File: src/rtl/dmem_pkg.sv
// dmem_pkg: shared memory geometry and vector-reader state encoding
// Used by dmem_vreader and by the data memory it reads from.
package dmem_pkg;
  localparam int S = 32;
  localparam int LANES = 6;
  localparam int V = LANES * S;
  localparam int SIZE = 30015;
  typedef enum logic [1:0] {IDLE, FETCH, LAST, RESP} state_t;
endpackage

File: src/rtl/dmem_vreader_if.sv
// dmem_vreader_if: request/response handshake plus memory read port of the vector reader
// Ports: req_valid/req_ready/isVector/address (request), mem_re/mem_addr/mem_rdata (memory),
//        resp_valid/resp_ready/rdata/err (response). slave = reader view, master = system view.
interface dmem_vreader_if #(
  parameter int S = dmem_pkg::S,
  parameter int V = dmem_pkg::V
);
  logic req_valid;
  logic req_ready;
  logic isVector;
  logic [S-1:0] address;
  logic mem_re;
  logic [S-1:0] mem_addr;
  logic [S-1:0] mem_rdata;
  logic resp_valid;
  logic resp_ready;
  logic [V-1:0] rdata;
  logic err;
  modport slave (
    input req_valid, isVector, address, mem_rdata, resp_ready,
    output req_ready, mem_re, mem_addr, resp_valid, rdata, err
  );
  modport master (
    output req_valid, isVector, address, mem_rdata, resp_ready,
    input req_ready, mem_re, mem_addr, resp_valid, rdata, err
  );
endinterface

File: src/rtl/dmem_vreader.sv
// dmem_vreader: reads one word or a LANES-word vector from data memory and returns it assembled
// Ports: clk, rst (sync, active-high); bus (dmem_vreader_if.slave) carries request handshake,
//        memory read port (one-cycle read latency) and response handshake with rdata/err.
module dmem_vreader #(
  parameter int S = dmem_pkg::S,
  parameter int LANES = dmem_pkg::LANES,
  parameter int V = dmem_pkg::V,
  parameter int SIZE = dmem_pkg::SIZE
) (
  input logic clk,
  input logic rst,
  dmem_vreader_if.slave bus
);
  import dmem_pkg::*;
  localparam int LW = $clog2(LANES + 1);
  state_t state, next;
  logic [LW-1:0] lane, n, n_in;
  logic [S-1:0] base;
  logic is_vec;
  logic [V-1:0] rdata;
  logic err;
  logic [S:0] end_a;
  logic range_err, accept, cap;
  always_comb begin
    n_in = bus.isVector ? LW'(LANES) : LW'(1);
    // end address kept one bit wider so a base near the top of the address space cannot wrap
    end_a = {1'b0, bus.address} + (S+1)'(n_in) - (S+1)'(1);
    range_err = end_a >= (S+1)'(SIZE);
    accept = state == IDLE && bus.req_valid;
    n = is_vec ? LW'(LANES) : LW'(1);
    // data returns one cycle after issue; lane counter is already one ahead, so capture lane-1
    cap = (state == FETCH && lane != '0) || state == LAST;
  end
  always_comb begin
    next = state == IDLE  ? (bus.req_valid ? (range_err ? RESP : FETCH) : IDLE) :
           state == FETCH ? (lane == n - LW'(1) ? LAST : FETCH) :
           state == LAST  ? RESP :
                            (bus.resp_ready ? IDLE : RESP);
  end
  always_ff @(posedge clk) begin
    if (rst) begin
      state <= IDLE;
      lane <= '0;
      rdata <= '0;
      err <= 1'b0;
      base <= '0;
      is_vec <= 1'b0;
    end else begin
      state <= next;
      if (accept) begin
        lane <= '0;
        rdata <= '0;
        err <= range_err;
        base <= bus.address;
        is_vec <= bus.isVector;
      end else if (state == FETCH) begin
        lane <= lane + LW'(1);
      end
      for (int i = 0; i < LANES; i++)
        if (cap && lane - LW'(1) == LW'(i)) rdata[S*i +: S] <= bus.mem_rdata;
    end
  end
  always_comb begin
    bus.req_ready = state == IDLE;
    bus.mem_re = state == FETCH;
    bus.mem_addr = state == FETCH ? base + S'(lane) : '0;
    bus.resp_valid = state == RESP;
    bus.rdata = rdata;
    bus.err = err;
  end
endmodule

File: src/flat_wrapper.sv
// flat-port wrapper written by rule: the top's interface ports become plain ports
module dmem_vreader_flat import dmem_pkg::*;
#(
  parameter int S = dmem_pkg::S,
  parameter int LANES = dmem_pkg::LANES,
  parameter int V = dmem_pkg::V,
  parameter int SIZE = dmem_pkg::SIZE
)
  (clk, rst, bus_req_valid, bus_isVector, bus_address, bus_mem_rdata, bus_resp_ready, bus_req_ready, bus_mem_re, bus_mem_addr, bus_resp_valid, bus_rdata, bus_err);
  dmem_vreader_if #(.S(S), .V(V)) bus_i ();
  input logic clk;
  input logic rst;
  input wire logic [$bits(bus_i.req_valid)-1:0] bus_req_valid;
  input wire logic [$bits(bus_i.isVector)-1:0] bus_isVector;
  input wire logic [$bits(bus_i.address)-1:0] bus_address;
  input wire logic [$bits(bus_i.mem_rdata)-1:0] bus_mem_rdata;
  input wire logic [$bits(bus_i.resp_ready)-1:0] bus_resp_ready;
  output wire logic [$bits(bus_i.req_ready)-1:0] bus_req_ready;
  output wire logic [$bits(bus_i.mem_re)-1:0] bus_mem_re;
  output wire logic [$bits(bus_i.mem_addr)-1:0] bus_mem_addr;
  output wire logic [$bits(bus_i.resp_valid)-1:0] bus_resp_valid;
  output wire logic [$bits(bus_i.rdata)-1:0] bus_rdata;
  output wire logic [$bits(bus_i.err)-1:0] bus_err;
  assign bus_i.req_valid = bus_req_valid;
  assign bus_i.isVector = bus_isVector;
  assign bus_i.address = bus_address;
  assign bus_i.mem_rdata = bus_mem_rdata;
  assign bus_i.resp_ready = bus_resp_ready;
  assign bus_req_ready = bus_i.req_ready;
  assign bus_mem_re = bus_i.mem_re;
  assign bus_mem_addr = bus_i.mem_addr;
  assign bus_resp_valid = bus_i.resp_valid;
  assign bus_rdata = bus_i.rdata;
  assign bus_err = bus_i.err;
  dmem_vreader #(.S(S), .LANES(LANES), .V(V), .SIZE(SIZE)) u_core (.clk(clk), .rst(rst), .bus(bus_i));
endmodule
File: config.mk
export PLATFORM = sky130hd
export DESIGN_NAME = dmem_vreader_flat
export DESIGN_NICKNAME = d
export VERILOG_FILES = /design/src/rtl/dmem_pkg.sv /design/src/rtl/dmem_vreader_if.sv /design/src/rtl/dmem_vreader.sv /design/src/flat_wrapper.sv
export SDC_FILE = /design/constraint.sdc
export NUM_CORES = 1
export LEC_CHECK = 0
export ABC_AREA = 1
export CAP_MARGIN = 25
export CORE_AREA = 5 5 199 220
export DETAILED_ROUTE_END_ITERATION = 6
export DIE_AREA = 0 0 204 225
export GPL_TIMING_DRIVEN = 0
export HOLD_SLACK_MARGIN = 0.15
export PLACE_DENSITY = 0.6
export RECOVER_POWER = 50
export SLEW_MARGIN = 20
export SYNTH_ARGS = -nofsm -noshare
export SYNTH_HDL_FRONTEND = slang
export SYNTH_SLANG_ARGS = --single-unit
File: constraint.sdc
create_clock -name clk -period 9.05 [get_ports clk]
set_clock_uncertainty 0.15 [all_clocks]
set_input_delay 1.81 -clock clk [delete_from_list [all_inputs] [get_ports clk]]
set_output_delay 1.81 -clock clk [all_outputs]
set_load 0.05 [all_outputs]
======== After elaboration in Yosys (flattened, before gate mapping) ========
Index checks and enable logic that the tools add are counted.
storage, ports and cells
  logic and storage cells ................. 63
  output and inout bits ................... 228
  flip-flop bits (word level) ............. 231
  input port bits ......................... 69
cells by class
  order comparisons ....................... 1
  mux-type cells .......................... 17
  equality and inequality tests ........... 9
  $add $sub $neg .......................... 6
  reductions and logical operators ........ 19
operators with widths
  cell                   count
  $mux 32                7
  $mux 192               1
  $add 32x3->33          1
  $ge 33x15->1 const B   1
  $sub 33x1->33 const B  1
  $add 32x3->32          1
  $mux 2                 7
  $reduce_bool 2->1      6
  $logic_and 1x1->1      8
  $eq 3x2->1 const B     2
  $eq 3x3->1 const B     2
  $mux 3                 2
  $sub 3x1->3 const B    2
  $eq 2x2->1 const B     2
  $add 3x1->3 const B    1
  $eq 3x1->1 const B     1
  $eq 3x3->1             1
  $logic_not 3->1        1
  $reduce_bool 3->1      1
  $eq 2x1->1 const B     1
  $logic_not 2->1        1
  $reduce_or 2->1        1
  $logic_or 1x1->1       1

======== Depth between registers and ports, before layout ========
Gate-level depths: netlist (run 1).
  depth after elaboration ................. 7
  gate-level depth with buffers ........... 21
  depth with buffers taken out ............ 21

======== Worst setup path after synthesis (run 1) ========
No wires, ideal clock.
  path type ............................... reg-to-output
  start point ............................. reg u_core.lane[0]
  end point ............................... out bus_mem_addr[26]
  cell stages (with the launch flop) ...... 17
  arrival time ............................ 2.962 ns
  path slack .............................. 4.128 ns
  buffers on the path ..................... 0
  data required time ...................... 7.090 ns
  cells stage by stage .................... dfxtp_1 ha_1 fa_1 nand2_2 a21oi_4 nand2_2 nor2_4 nand2_2 nor2_4 nand2_2 nor2_4 nand3_2 nor2_4 inv_2 nor2_4 nor2_1 nor3_1
on the way
  cells in the longest elaborated chain, start to end .. 2
ends and longest elaborated chain
  what                    RTL line            text
  from (decl)             dmem_vreader.sv:17  logic [LW-1:0] lane, n, n_in;
  from (signal assigned)  dmem_vreader.sv:57  lane <= lane + LW'(1);
  $add 32x3->32           dmem_vreader.sv:66  bus.mem_addr = state == FETCH ? base + S'(lane) : '0;
  $mux 32                 dmem_vreader.sv:66
  to (decl)               flat_wrapper.sv:20  output wire logic [$bits(bus_i.mem_addr)-1:0] bus_mem_addr;
No other way between the ends.

======== Worst setup path after layout (run 1) ========
  start point ............................. reg u_core.lane[2]
  end point ............................... out bus_mem_addr[19]
Same word-level chain as after synthesis.

==> impl_metrics.csv, run 1 <==
group,metric,value,unit
logic_synthesis,synth_area_per_cell,6.95,sq um
logic_synthesis,synth_area_leaders,"dfxtp_1 (38%), nand3_1 (11%), a21oi_1 (9.5%)",
logic_synthesis,synth_top_area_share,37.8,%
sta,finalHoldViolations,0,
routing,wirelength,53.1,mm
placement,dpl-instance-area,15900,sq um
cells_and_area,multi_input_area,6390,sq um
cells_and_area,fillers,4287,
floorplanning,core_area,41100,sq um
placement,hpwl,41.6,mm
power_and_ir_drop,powerDensity,203,nW/um^2
floorplanning,die_w,204,microns
sta,finalCriticalPeriod,6.09,ns
cells_and_area,final-seq-area,4620,sq um
global_route,grt_pass1_wl,79.8,mm
logic_synthesis,yosys.cell_types.count,40,
floorplanning,start_util,29.8,%
floorplanning,rows,78,
clock_tree,clk_latency,0.54,ns
global_route,grt-ovfl-total,0,
global_route,grt_max_degree,14,
cells_and_area,n_antenna_cell,0,
clock_tree,cts.hold.buffers_added,0,
global_route,grt_busiest_layer,"met2",
sta,grt_setup_unrepaired,"no",
clock_tree,cts_setup_buffers,0,
logic_synthesis,synth_area,12200,sq um
sta,max_freq,0.164,GHz
logic_synthesis,synth-seq-cells,231,
global_route,grt_usage,22.0,%
clock_tree,cts-root-buf,"clkbuf_16",
critical_path,cp.arrival,4.13,ns
sta,slew-limit-headroom,38.0,%
hold_path,hold_class,"reg2reg",
cells_and_area,fin_nets,2197,
clock_tree,numCtsBuffers,28,
power_and_ir_drop,ir_drop,0.134,mV
routing,avgViaCountPerCell,5.27,
logic_synthesis,synth.largest_area_cell,"dfxtp_1",
routing,dr.pass1.iters,6,
logic_synthesis,synth-seq-area-share,37.8,%
floorplanning,num_io_pins,297,
clock_tree,clk_path_buf_depth,3,
cells_and_area,final_util,40.9,%
routing,final_antenna_net_count,0,
logic_synthesis,syn_inst,1758,
global_route,use_met3,3.90,%
sta,finalSetupViolCount,0,
clock_tree,ctsResizeCount,0,
critical_path,crit_fanout,5,
power_and_ir_drop,leakagePower,6.26,nW
critical_path,worst-endpoint-required,7.09,ns
sta,fin_crit_sh,67.3,%
clock_tree,clk_pin_slew,0.06,ns
critical_path,end_kind,"output port",
cells_and_area,syn_to_final_growth,37.5,%
clock_tree,cts_tree,"done",
global_route,met2_usage,38.7,%
routing,wl_per_cell,19.9,microns
floorplanning,die_area,45900,sq um
sta,slew_violations,0,
sta,worst_pin_slew,0.922,ns
cells_and_area,final_area,16800,sq um
global_route,grt_pass1_vias,13405,
run_status,status,"finished clean",
cells_and_area,mostFrequentLayoutCell,"clkdlybuf4s50_1",
logic_synthesis,synth_fp_nets,1872,
routing,num_vias,14041,
clock_tree,htreeDepth,1,
critical_path,worstSetupStartpointType,"flip-flop",
floorplanning,die_y,225,microns
routing,drtIter0Drc,932,
flow_run,drv_cap,0,
sta,holdWs,0.322,ns
global_route,grtUsageMet1,26.8,%
placement,numPortBuffers,295,
cells_and_area,final_layout_size_suffix_gt1_share,4.47,%
placement,gp_congestion,0.922,
clock_tree,numClockSinks,231,
critical_path,path_class,"reg2out",
logic_synthesis,ys_warn_count,0,
global_route,antenna_found_initial,1,
routing,drc,0,
sta,totalNegativeSetupSlack,0,ns
cells_and_area,final_cell_mix,"clkdlybuf4s50_1 (273), nand2_1 (270), nand3_1 (270), a21oi_1 (232), dfxtp_1 (231)",
## cell type report
cell class	count	area share, %
multi-input combinational	1212	38.0
sequential	231	27.5
timing repair buffer	295	17.6
clock buffer	46	5.29
tap	560	4.17
inverter	185	4.13
buffer	130	3.07
clock inverter	6	0.260
## per-layer routing
layer | part of all wire (%) | vias to the layer above
met5 | 0.024 | -
met4 | 4.2 | 2
met3 | 8.3 | 144
met2 | 48 | 654
met1 | 40 | 6513
li1 | - | 6728
## where the power goes
part | internal, W | total (W) | switching [W]
Clock | 0.000669 | 0.00113 | 0.000460
Sequential | 0.00106 | 0.00110 | 0.0000393
Combinational | 0.000277 | 0.00117 | 0.000898
Total | 0.00201 | 0.00341 | 0.00140
## cells by family (layout without fill, tap and decap cells)
family	after synthesis	count (layout)	synth area share, %
adder cells (fa/ha/maj)	45	45	4.73
XOR/XNOR	12	12	0.860
AND/OR/NAND/NOR	864	864	34.3
buffers and inverters	315	662	9.90
AO/OA/AOI/OAI	291	291	12.4
flip-flops	231	231	37.8
## cell usage after synthesis, drive strengths merged
library cell  number
a211oi             1
fa                 2
or2                2
xnor2              5
o21bai             3
nand3            271
xor2               7
nor3              26
clkbuf            96
nand4            172
o31ai              1
o21ai             25
o22ai             24
a21o               1
inv              183
ha                43
dfxtp            231
and2               2
a21oi            233
and3               1
a31oi              2
nor4               6
o21a               1
clkinv             2
nand3b             5
nor2             103
buf               34
nand2            276
## worst paths after layout
kind,from,endpoint,slack (ns),cells past startpoint
worst max-delay path,u_core.lane[2]$_SDFFE_PP0P_,bus_mem_addr[19],2.96,13
worst min-delay path,u_core.base[2]$_SDFFE_PP0P_,u_core.base[2]$_SDFFE_PP0P_,0.32,2
worst max register to register,u_core.lane[0]$_SDFFE_PP0P_,u_core.bus.rdata[39]$_SDFFE_PP0P_,6.16,8
worst min register to register,u_core.base[2]$_SDFFE_PP0P_,u_core.base[2]$_SDFFE_PP0P_,0.32,2
## worst max-delay path, cell delays in order (launching register included)
cell and delay (ns):
dfxtp_1 0.39, ha_1 0.38, nand3_1 0.12, nand2_1 0.08, nand2_1 0.10, nor2_2 0.33, nand3_1 0.21, nor3_2 0.34
nand2_2 0.11, nor2_2 0.20, nand4_1 0.21, a21oi_1 0.18, o21a_1 0.15, clkdlybuf4s50_1 0.80
## sequential cells by signal (all words and copies together), names as in the netlist
signal,cells
u_core.bus.rdata,192
u_core.bus.err,1
u_core.lane,3
u_core.is_vec,1
u_core.state,2
u_core.base,32
## metrics by stage
| step | std cells | setup WS, ns | power [W] |
|---|---|---|---|
| after global placement | 2613 | 3.53 | 0.00227 |
| after detailed placement | 2613 | 3.49 | 0.00228 |
| after floorplan | 1758 | 4.13 | 0.00185 |
| after CTS | 2665 | 2.89 | 0.00341 |
| after global routing | 2665 | 2.62 | 0.00355 |
| final | 2665 | 2.96 | 0.00341 |
(Power assumes the default switching activity.)
==> inputs of run 2 (changes only) <==
- PLACE_DENSITY: 0.6 -> 0.61
- clock period: 9.05 -> 5.2 ns (I/O delays scaled with it)
==> impl_metrics.csv, run 2 (same netlist as run 1, synthesis figures left out) <==
group,metric,value,unit
critical_path,worstSetupStartpointType,"flip-flop",
routing,drc,2,
global_route,grt-ovfl-total,0,
placement,numPortBuffers,295,
placement,gp_congestion,0.910,
critical_path,worst-r2r-cell-count,8,
sta,grt_setup_unrepaired,"no",
power_and_ir_drop,p_seq_share,32.7,%
global_route,grt_usage,21.9,%
sta,totalNegativeSetupSlack,0,ns
routing,num_vias,13960,
power_and_ir_drop,clock_power_share,32.7,%
floorplanning,die_area,45900,sq um
sta,max_freq,0.198,GHz
floorplanning,rows,78,
clock_tree,htreeDepth,1,
clock_tree,clk_latency,0.54,ns
floorplanning,start_util,29.8,%
power_and_ir_drop,p_comb_share,34.5,%
cells_and_area,top_register,"u_core.bus.rdata",
critical_path,rr_startpoint,"u_core.lane[0]$_SDFFE_PP0P_",
floorplanning,core_area,41100,sq um
hold_path,whs_path_depth,2,
sta,fin_crit_sh,96.9,%
sta,slew_violations,0,
clock_tree,clk_pin_slew,0.06,ns
run_status,status,"complete, but fails checks",
flow_run,drv_cap,0,
power_and_ir_drop,power.switching,0.00240,W
routing,dr.pass1.iters,7,
routing,avgViaCountPerCell,5.24,
cells_and_area,final_cell_mix,"nand2_1 (270), nand3_1 (270), a21oi_1 (232), dfxtp_1 (231), clkdlybuf4s50_1 (210)",
routing,wirelength,53.0,mm
critical_path,worst-endpoint-required,4.01,ns
sta,slew-limit-headroom,42.1,%
routing,final_antenna_net_count,0,
global_route,grt_pass1_wl,79.5,mm
power_and_ir_drop,ir_drop,0.311,mV
placement,hpwl,41.8,mm
hold_path,hold_start,"u_core.bus.rdata[105]$_SDFFE_PP0P_",
floorplanning,num_io_pins,297,
power_and_ir_drop,powerDensity,350,nW/um^2
global_route,antenna_found_initial,1,
cells_and_area,reg.largest.list,"u_core.bus.rdata: 192 flops, u_core.base: 32 flops, u_core.lane: 3 flops",
floorplanning,die_y,225,microns
cells_and_area,syn_to_final_growth,37.3,%
sta,worst_pin_slew,0.861,ns
critical_path,crit-reg2reg-capture,"u_core.bus.rdata[62]$_SDFFE_PP0P_",
run_status,violations,"DRC",
sta,holdWs,0.324,ns
clock_tree,cts_tree,"done",
critical_path,end_kind,"output port",
placement,place_inst,2613,
hold_path,hold_path_end,"u_core.bus.rdata[105]$_SDFFE_PP0P_",
global_route,grt_pass1_vias,13408,
global_route,grt_max_degree,14,
clock_tree,numClockSinks,231,
routing,drtIter0Drc,1158,
critical_path,cp.arrival,3.85,ns
floorplanning,die_w,204,microns
cells_and_area,largest_reg_flops,192,
clock_tree,numCtsBuffers,27,
clock_tree,cts-root-buf,"clkbuf_16",
sta,finalHoldViolations,0,
clock_tree,clk_path_buf_depth,3,
critical_path,rrSetupSlack,2.08,ns
power_and_ir_drop,leakagePower,6.56,nW
cells_and_area,final_layout_size_suffix_gt1_share,4.42,%
hold_path,hold_class,"reg2reg",
power_and_ir_drop,intPower,0.00347,W
critical_path,path_class,"reg2out",
critical_path,crit_fanout,5,
sta,finalSetupViolCount,0,
routing,wl_per_cell,19.9,microns
cells_and_area,fin_nets,2196,
sta,finalCriticalPeriod,5.04,ns
cells_and_area,fin_cells,2663,
power_and_ir_drop,swShare,40.9,%
[run 2: final cells by class]
type	count	area (sq um)
Clock buffer	38	777
Buffer	130	514
Fill cell	4233	24300
Sequential cell	231	4620
Clock inverter	11	119
Antenna cell	1	2.50
Tap cell	560	701
Timing Repair Buffer	295	2960
Multi-Input combinational cell	1212	6390
Inverter	185	694
[run 2: per-layer routing]
| layer | share of wire (%) | vias up | GRT usage (%) |
|---|---|---|---|
| li1 | - | 6713 | - |
| met1 | 39 | 6484 | 26.4 |
| met2 | 49 | 635 | 39.3 |
| met3 | 7.8 | 128 | 3.60 |
| met4 | 4.0 | 0 | 7.61 |
| met5 | 0 | - | 0 |
[run 2: worst max-delay path, cell delays in order, from the launching register on]
cell	delay, ns
dfxtp_1	0.39
ha_1	0.39
nand3_1	0.13
nand2_1	0.08
nand2_1	0.09
nor2_2	0.30
nand3_1	0.21
nor3_2	0.34
nand2_2	0.11
inv_2	0.11
nand4_2	0.16
nor2_2	0.26
nor2_1	0.06
nor2_1	0.12
dlygate4sd2_1	0.54
[run 2: worst max path at each step]
stage                                      from                to  slack (ns)  cells after the start
finish              u_core.lane[2]$_SDFFE_PP0P_  bus_mem_addr[27]        0.16                     14
detailed placement  u_core.lane[2]$_SDFFE_PP0P_  bus_mem_addr[31]        0.24                     14
CTS                 u_core.lane[0]$_SDFFE_PP0P_  bus_mem_addr[30]        0.01                     19
global route        u_core.lane[2]$_SDFFE_PP0P_  bus_mem_addr[31]       0.001                     14
global placement    u_core.lane[2]$_SDFFE_PP0P_  bus_mem_addr[31]        0.26                     14
floorplan           u_core.lane[0]$_SDFFE_PP0P_  bus_mem_addr[26]        1.05                     16
[run 2: through the flow]
step / total power, W / utilization (%) / setup WS, ns / instance area [sq um]
global placement: 0.00394 / 38.6 / 0.262 / 15900
CTS: 0.00588 / 40.8 / 0.0106 / 16800
floorplan: 0.00322 / - / 1.05 / 12200
finish: 0.00587 / 40.8 / 0.161 / 16800
detailed placement: 0.00396 / 38.6 / 0.239 / 15900
global route: 0.00614 / 40.8 / 0.00138 / 16800
[run 2: power by group through the flow]
stage	sequential, W	clock [W]	combinational, W
2_1_floorplan	0.00200	0	0.00122
3_3_place_gp	0.00196	0	0.00199
3_5_place_dp	0.00196	0	0.00200
4_1_cts	0.00192	0.00196	0.00201
5_1_grt	0.00193	0.00202	0.00219
6_report	0.00192	0.00192	0.00203
[run 2: repair_timing]
action | in CTS | in global routing
setup buffers | 0 | 0
hold endpoints to repair | 0 | 0
hold buffers | 0 | 0
gates resized for setup | 7 | 8
setup endpoints to repair | 5 | 7
==> inputs of run 3 (changes only) <==
- SLEW_MARGIN: 20 -> not set
==> results of run 3 <==
The final DEF is identical to that of run 2; final timing and power are the same.
==> edit (flow settings as in run 3) <==
Change the package constant `LANES` from 6 to 3.
--- a/src/rtl/dmem_pkg.sv
+++ b/src/rtl/dmem_pkg.sv
@@ -4,3 +4,3 @@
   localparam int S = 32;
-  localparam int LANES = 6;
+  localparam int LANES = 3;
   localparam int V = LANES * S;
Interface: changed (resized bus_rdata); port bits go from 297 to 201. The function was not compared with the original's and may differ.
==> edit against run 3 <==
Largest power group is now the clock network; sequential cell count is 97 lower; routed wire length fell by 43%; power down 40%; count of clock-buffer cells in the layout decreased by 21; worst hold slack lost 0.015 ns; design area decreased by 39%; setup slack better by 0.25 ns; sequential share of layout area down 1.2 points; cell count down 33%; die area unchanged; synthesized area fell by 43%.
==> edit: results (changes against run 3) <==
Clocking
  – Worst skew pair latency: 0.43 ns (-0.11 ns)
  – CTS clk-pin slew, worst paths: 0.07 ns
  – Num CTS Buffers: 17 (-37%)
  – CTS H-tree depth: 4 (+3)
  – Post-CTS resize count: 0 (-7)
  – CTS Buffer Depth: 2 (-1)
  – CTS Root Cell: clkbuf_16
  – Setup bufs post-CTS: 0 (unchanged)

Global route
  – First-pass GRT wire length: 45280 um (-43%)
  – Initial antenna violation count: 1 (unchanged)
  – Number of global-route vias before repair: 7606 (-43%)
  – Global-route usage over all layers: 12.72% (-9.1 points)
  – Largest net degree at the start of global routing: 17 (+3)

Hold path
  – Worst Hold Launch: u_core.bus.err
  – Hold EP: u_core.bus.err
  – Hold crit path type: reg -> reg
  – Hold Path Cell Cnt: 2 (unchanged)

Timing
  – Worst slew margin: 22.86% (-19 points)
  – WHS: 0.3098 ns (-0.01460 ns)

Detailed routing
  – DR vias: 7881 (-44%)
  – Routed len/inst: 16.90 um (-15%)
  – DR pass1 iterations: 5 (-2)
  – First DRT Iteration DRCs: 456 (-61%)
  – Remaining DRCs: 0 (-2)

Power
  – Static Leak: 3.435 nW (-48%)
  – Maximum VDD drop: 0.0002257 V (-27%)
  – Switching power share of the total: 41.03% (+0.11 points)

Placement
  – Detailed Place HPWL: 24470 um (-41%)
  – IO buf count: 199 (-33%)
  – Dpl ws: 0.9364 ns (+0.6978 ns)
  – GPL Wtd Cong: 0.9164 (+0.68%)
  – Placed Area: 0.009614 mm^2 (-39%)

Logic synthesis
  – Ys Warns: 0 (unchanged)
  – Area contributors post-synth: dfxtp_1 39%, nand3_1 16%, a21oi_1 8.5%
  – Net Count, Synth: 1082 (-42%)
  – Async SR Flop Fraction: 0% (unchanged)
  – Post-synthesis sequential area ratio: 38.76% (+0.93 points)
  – Post-synth top cells: 224 x nand3_1, 154 x nand2_1, 134 x dfxtp_1
  – Netlist cell types: 37 (-7.5%)
  – Mean post-synth cell area: 6.894 um^2 (-0.85%)

Critical path
  – CP Data Arrival Time: 3.60 ns (-0.25 ns)
  – FF-to-FF setup slack: 2.05 ns (-0.03 ns)
  – Critical R2R Launch: u_core.lane[0]
  – Slowest cell on the critical path: clkdlybuf4s50_1
  – Crit-path max cell delay: 0.87 ns (+0.33 ns)
  – Worst-path fanout max: 6 (+1)
  – Worst reg2reg path depth: 7 (-1)
  – Reg-to-reg endpoint: u_core.bus.rdata[88]

Layout
  – Nets: 1300 (-41%)
  – Layout cell share with drive strength beyond 1: 5.992% (+1.6 points)
  – Post-Layout Cell Count: 1796 (-33%)
  – Regs by FF count: u_core.bus.rdata x96, u_core.base x32

Status
  – Status: complete, no violations
[edit: worst max-delay path: cells and delay by family (launching register included)]
kind	cells	cell delay, ns
DFF	1	0.47
buffers and inverters	1	0.87
and+or+nand+nor	9	1.10
AOI/OAI and AO/OA	1	0.27
adders and majority gates	2	0.47
[edit: logic make-up after synthesis]
kind of cell,Yosys count,synth area share (%)
xor gates and xnor gates,14,1.772
adders and majority gates,9,1.735
and+or+nand+nor,527,36.05
DFF,134,38.76
AOI/OAI and AO/OA,174,13.56
buffers and inverters,146,8.134
[edit: cell type report]
class,count,area [um^2]
tap,560,700.7
multi-input combinational,724,3655
timing repair buffer,199,1992
clock inverter,15,158.9
buffer,60,231.5
fill,4562,30920
sequential,134,2683
inverter,86,322.8
clock buffer,17,425.4
antenna,1,2.502
[edit: worst max-delay path by stage]
stage | from | to | cells after the start | slack [ns]
6_report | u_core.lane[0] | bus_mem_addr[22] | 13 | 0.41
5_1_grt | u_core.lane[0] | bus_mem_addr[22] | 13 | 0.15
4_1_cts | u_core.lane[0] | bus_mem_addr[22] | 13 | 0.43
3_5_place_dp | u_core.lane[0] | bus_mem_addr[22] | 13 | 0.94
3_3_place_gp | u_core.lane[0] | bus_mem_addr[20] | 13 | 0.90
2_1_floorplan | u_core.lane[0] | bus_mem_addr[26] | 12 | 1.27
[edit: metal layers]
metal	vias up	global-route usage [%]	share of wire [%]
met1	3682	16.36	44
met5	-	0	0
met2	309	21.75	47
li1	3864	-	-
met4	0	2.897	1.3
met3	26	2.950	7.0
[edit: power by group through the flow]
stage	clock network [mW]	logic, mW	registers [mW]
after floorplan	0	0.667	1.24
after global placement	0	1.13	1.20
after detailed placement	0	1.14	1.20
after CTS	1.25	1.14	1.18
after global routing	1.29	1.21	1.19
final	1.23	1.12	1.18
